## src/rtl/instr_fetch_stage.sv

```systemverilog
// Fetch stage in front of a synchronous (1-cycle) instruction ROM: owns the PC, pairs each ROM
// word with its address, supports stall/redirect. Optional perf counters: IFETCH_PERF_CNT_EN.
module instr_fetch_stage #(
  parameter logic [31:0] RESET_PC = 32'h0000_0000,
  parameter int unsigned ADDR_W   = 14
) (
  input  logic              clk,
  input  logic              rst_n,
  output logic [ADDR_W-1:0] o_rom_addr,
  input  logic [31:0]       i_rom_data,
  input  logic              i_stall,
  input  logic              i_redirect,
  input  logic [31:0]       i_redirect_pc,
  output logic              o_valid,
  output logic [31:0]       o_pc,
  output logic [31:0]       o_instr,
  output logic [31:0]       o_fetch_cnt,
  output logic [31:0]       o_stall_cnt
);

  // Handshake: decode takes {o_pc,o_instr} in any cycle with o_valid & ~i_stall & ~i_redirect;
  // i_stall holds the presented word, i_redirect drops it and overrides stall.
  logic [31:0] pc_q;
  logic [31:0] out_pc_q;
  logic        out_valid_q;
  logic [31:0] redirect_pc_aligned;
  logic [31:0] sel_pc;

  assign redirect_pc_aligned = i_redirect_pc & 32'hFFFF_FFFC;

  // A stall re-issues the presented address so the ROM keeps returning the same word.
  always_comb begin
    sel_pc = pc_q;
    if (i_redirect) begin
      sel_pc = redirect_pc_aligned;
    end else if (i_stall && out_valid_q) begin
      sel_pc = out_pc_q;
    end
  end

  assign o_rom_addr = sel_pc[ADDR_W-1:0];

  always_ff @(posedge clk or negedge rst_n) begin
    if (!rst_n) begin
      pc_q        <= RESET_PC;
      out_pc_q    <= 32'h0;
      out_valid_q <= 1'b0;
    end else begin
      pc_q        <= sel_pc + 32'd4;
      out_pc_q    <= sel_pc;
      out_valid_q <= 1'b1;
    end
  end

  assign o_valid = out_valid_q;
  assign o_pc    = out_pc_q;
  assign o_instr = i_rom_data;

`ifdef IFETCH_PERF_CNT_EN
  logic [31:0] fetch_cnt_q;
  logic [31:0] stall_cnt_q;
  logic        accept;
  logic        stall_seen;

  assign accept     = out_valid_q && !i_stall && !i_redirect;
  assign stall_seen = out_valid_q && i_stall;

  always_ff @(posedge clk or negedge rst_n) begin
    if (!rst_n) begin
      fetch_cnt_q <= 32'h0;
      stall_cnt_q <= 32'h0;
    end else begin
      if (accept)     fetch_cnt_q <= fetch_cnt_q + 32'd1;
      if (stall_seen) stall_cnt_q <= stall_cnt_q + 32'd1;
    end
  end

  assign o_fetch_cnt = fetch_cnt_q;
  assign o_stall_cnt = stall_cnt_q;
`else
  assign o_fetch_cnt = 32'h0;
  assign o_stall_cnt = 32'h0;
`endif

endmodule

```

## config.mk

```make
export PLATFORM = sky130hd
export DESIGN_NAME = instr_fetch_stage
export DESIGN_NICKNAME = d
export VERILOG_FILES = /design/src/rtl/instr_fetch_stage.sv
export SDC_FILE = /design/constraint.sdc
export NUM_CORES = 1
export LEC_CHECK = 0
export CELL_PAD_IN_SITES_DETAIL_PLACEMENT = 0
export CELL_PAD_IN_SITES_GLOBAL_PLACEMENT = 2
export CORE_MARGIN = 3
export CORE_UTILIZATION = 22
export DETAILED_ROUTE_END_ITERATION = 7
export PLACE_DENSITY = 0.83
export SLEW_MARGIN = 20
export SYNTH_ARGS = -nofsm -noshare
export SYNTH_HDL_FRONTEND = slang
export SYNTH_SLANG_ARGS = --single-unit
```

## constraint.sdc

```tcl
create_clock -name clk -period 3.4 [get_ports clk]
set_input_delay 0.85 -clock clk [delete_from_list [all_inputs] [get_ports clk]]
set_output_delay 0.85 -clock clk [all_outputs]
set_load 0.01 [all_outputs]
```

==> metrics <==
I/O Pins 211; type of element launching the critical path primary input; type of the setup path with the least slack primary input to output pin; count of input and output buffers 80; Max Clk Rate 298.6 MHz; Total Negative Setup Slacks 0 ns; die boundary width 140.5 um; library cells used by synthesis 43; final worst clock skew 0.009113 ns; starting utilization of the core area 22.77%; CTS tree built; worst r2r path cells 8; setup bufs post-CTS 0; hpwl dp 7184 um; CTS H-tree depth 3; DRT iter0 DRCs 95; run status completed; total of endpoints with negative setup slack in the final report 0; Area Growth Syn to Fin 24.93%; clock transition at the registers of the reported paths 0.05 ns; standard cell area after detailed placement 4627 um^2; Placeable Area 17,480 um^2; sequential cell area 1577 um^2; cell area after synthesis 3980 um^2; endpoint of the worst register-to-register path pc_q[30]; share of the yosys chip area belonging to registers 39.61%; area of the die 19,740 um^2; path category of the worst min-delay check register to register; MaxCap Viol Count 0; footprint of the multi-input gates 1608 um^2; Critical Path RT 2.55 ns; weighted congestion at the end of routability-driven global placement 0.7904; layout cell share with drive strength beyond 1 15.30%; Antenna Violating Nets Remaining 0; Clock Root Buffer clkbuf_16; setup repair after global routing missed its margin no; endpoint type of the worst setup path output pin; number of filler instances in the final layout 1,830; number of gates given a new drive strength after cts 0; power per unit of standard cell area 475.8 nW/um^2; maximum resistive drop on vdd 254.7 uV; timing startpoint of the critical path i_stall; global-route total usage across every layer 9.383%; final clock period utilization by the worst path 98.50%; worst setup slack for register-to-register paths 0.85 ns; Worst Hold Depth 1; aggregate global routing overflow 0; cell area after layout 4972 um^2; ratio of routed vias to standard cells 3.965; slew at the pin with the worst max-slew slack 0.8342 ns; number of clock buffers inserted by TritonCTS 9; wire length per cell after detailed routing 13.91 um; DRC violation count after routing 0; total of hold buffers inserted after clock tree synthesis 0; launch instance of the worst register-to-register path o_valid; largest driver fanout on the critical path 6; nets 529; total via count in the routed design 2,732; Synth Area per Inst 9.925 um^2; Chip Height 140.5 um; end point of the most critical hold path o_pc[1]; crit path DAT 2.50 ns; final routed wirelength across all metal layers 9583 um; Final Hold Violating Endpoints 0; Relative slew margins 44.38%; minimum period implied by the final worst setup slack 3.349 ns; ANT cells 0; number of buffers on the longest clock path 2; Leakage Power 2.229 nW; FP Rows 48; Mapped Cells 401; number of global-route vias before repair 2,707; count of TritonRoute iterations in the first routing pass 4; pin count of the biggest net entering global routing 64; Slew Limit Fails 0; hold_sp o_pc[1]; Clock Latency Late Sink 0.33 ns; CTS sink cnt 63; final core utilization 28.45%; number of antenna violations at the first check in global routing 0; Synth Register Bits 63; global-route wire length before repair 14,610 um; total of warnings raised by yosys 0
## placed cells by master, fill, tap and decap left out, drive strengths merged
cell           Yosys  layout
o311a              6       6
and3               5       5
nor2b             11      11
nor2              11      11
dlymetal6s2s       0       8
clkinvlp           0       1
nand4              9       9
conb               2      65
inv               20      20
xnor2             16      16
a21boi             1       1
dfrtp             63      63
nand2             27      27
and4               3       3
o31ai              1       1
nand4bb            1       1
nor4b              2       2
clkbuf             7      13
nor4               3       3
nand4b            13      13
ha                 1       1
a41oi              1       1
mux2i              8       8
clkdlybuf4s50      0      70
o311ai             6       6
and2               2       2
buf              125      39
nor3               5       5
o21ai              8       8
a211o              1       1
and4b              1       1
a21oi              1       1
a211oi            16      16
xor2              12      12
bufinv             0       1
nand2b             2       2
nand3             11      11
## stage by stage
step,worst slack (ns),hold WS (ns),cells,total power [mW]
after global placement,0.01200,0.5270,674,1.419
after global routing,0.002026,0.5837,689,2.485
after detailed placement,-0.02480,0.5550,674,1.429
final,0.05101,0.5515,689,2.366
after CTS,0.006814,0.5621,689,2.405
after floorplan,0.2715,0.5084,464,1.260
## power by group
part	switching [mW]	internal, mW	total [mW]
combinational	0.272	0.260	0.532
clock	0.312	0.642	0.955
sequential	0.0405	0.839	0.879
## logic make-up (layout without fill, tap and decap cells)
kind of cell | count (synthesis) | after routing | share of synthesized area, %
AO/OA/AOI/OAI | 41 | 41 | 9.400
XOR/XNOR | 28 | 28 | 6.161
adder cells (fa/ha/maj) | 1 | 1 | 0.3143
buffers and inverters | 152 | 152 | 26.12
flip-flops | 63 | 63 | 39.61
multiplexers | 8 | 8 | 2.012
other | 2 | 65 | 0.1887
AND/OR/NAND/NOR | 106 | 106 | 16.19
## state kept, by name (all words and copies together) (netlist names)
register  flops
pc_q         30
o_valid       1
o_pc         32
## metal layers
metal | wire, um | up-vias | part of all wire, % | global-route usage, %
li1 | - | 1296 | - | -
met1 | 4036 | 1319 | 42 | 11.88
met2 | 4790 | 107 | 50 | 15.37
met3 | 684 | 10 | 7.1 | 3.243
met4 | 72 | 0 | 0.75 | 2.295
met5 | 0 | - | 0 | 0
## critical path, stage by stage
cell,delay [ns]
clkdlybuf4s50_1,0.52
buf_4,0.16
buf_4,0.14
nand4b_1,0.13
o311ai_2,0.11
clkdlybuf4s50_1,0.60
## synthesized netlist by cell type, drive strengths merged
cell	instances	area share (%)
a21boi	1	0.19
nand2	27	2.5
o31ai	1	0.19
o311a	6	1.8
nor2b	11	1.7
ha	1	0.31
buf	125	24
dfrtp	63	40
nand3	11	1.4
o21ai	8	1.0
clkbuf	7	0.66
nor4b	2	0.75
xnor2	16	3.5
nor4	3	1.0
and4b	1	0.25
nor3	5	0.63
and3	5	0.79
a21oi	1	0.13
nor2	11	1.0
a211oi	16	3.8
mux2i	8	2.0
inv	20	1.9
xor2	12	2.6
nand4bb	1	0.28
nand4	9	1.6
o311ai	6	1.9
conb	2	0.19
a41oi	1	0.22
and2	2	0.38
and4	3	0.66
nand4b	13	2.9
a211o	1	0.22
nand2b	2	0.31
## worst max path at each step
stage / to / slack, ns / depth (start not counted)
floorplan: pc_q[20] / 0.27 / 11
global placement: o_rom_addr[2] / 0.01 / 6
detailed placement: pc_q[30] / -0.02 / 9
CTS: o_rom_addr[2] / 0.007 / 6
global route: o_rom_addr[6] / 0.002 / 6
finish: o_rom_addr[8] / 0.05 / 6
## final cells by class
| cell class | instances | share of cell area, % |
|---|---|---|
| Clock buffer | 13 | 5.637 |
| Multi-Input combinational cell | 249 | 32.34 |
| Inverter | 20 | 1.510 |
| Timing Repair Buffer | 117 | 22.40 |
| Clock inverter | 2 | 0.7549 |
| Tap cell | 225 | 5.662 |
| Sequential cell | 63 | 31.71 |
(Power assumes the default switching activity.)
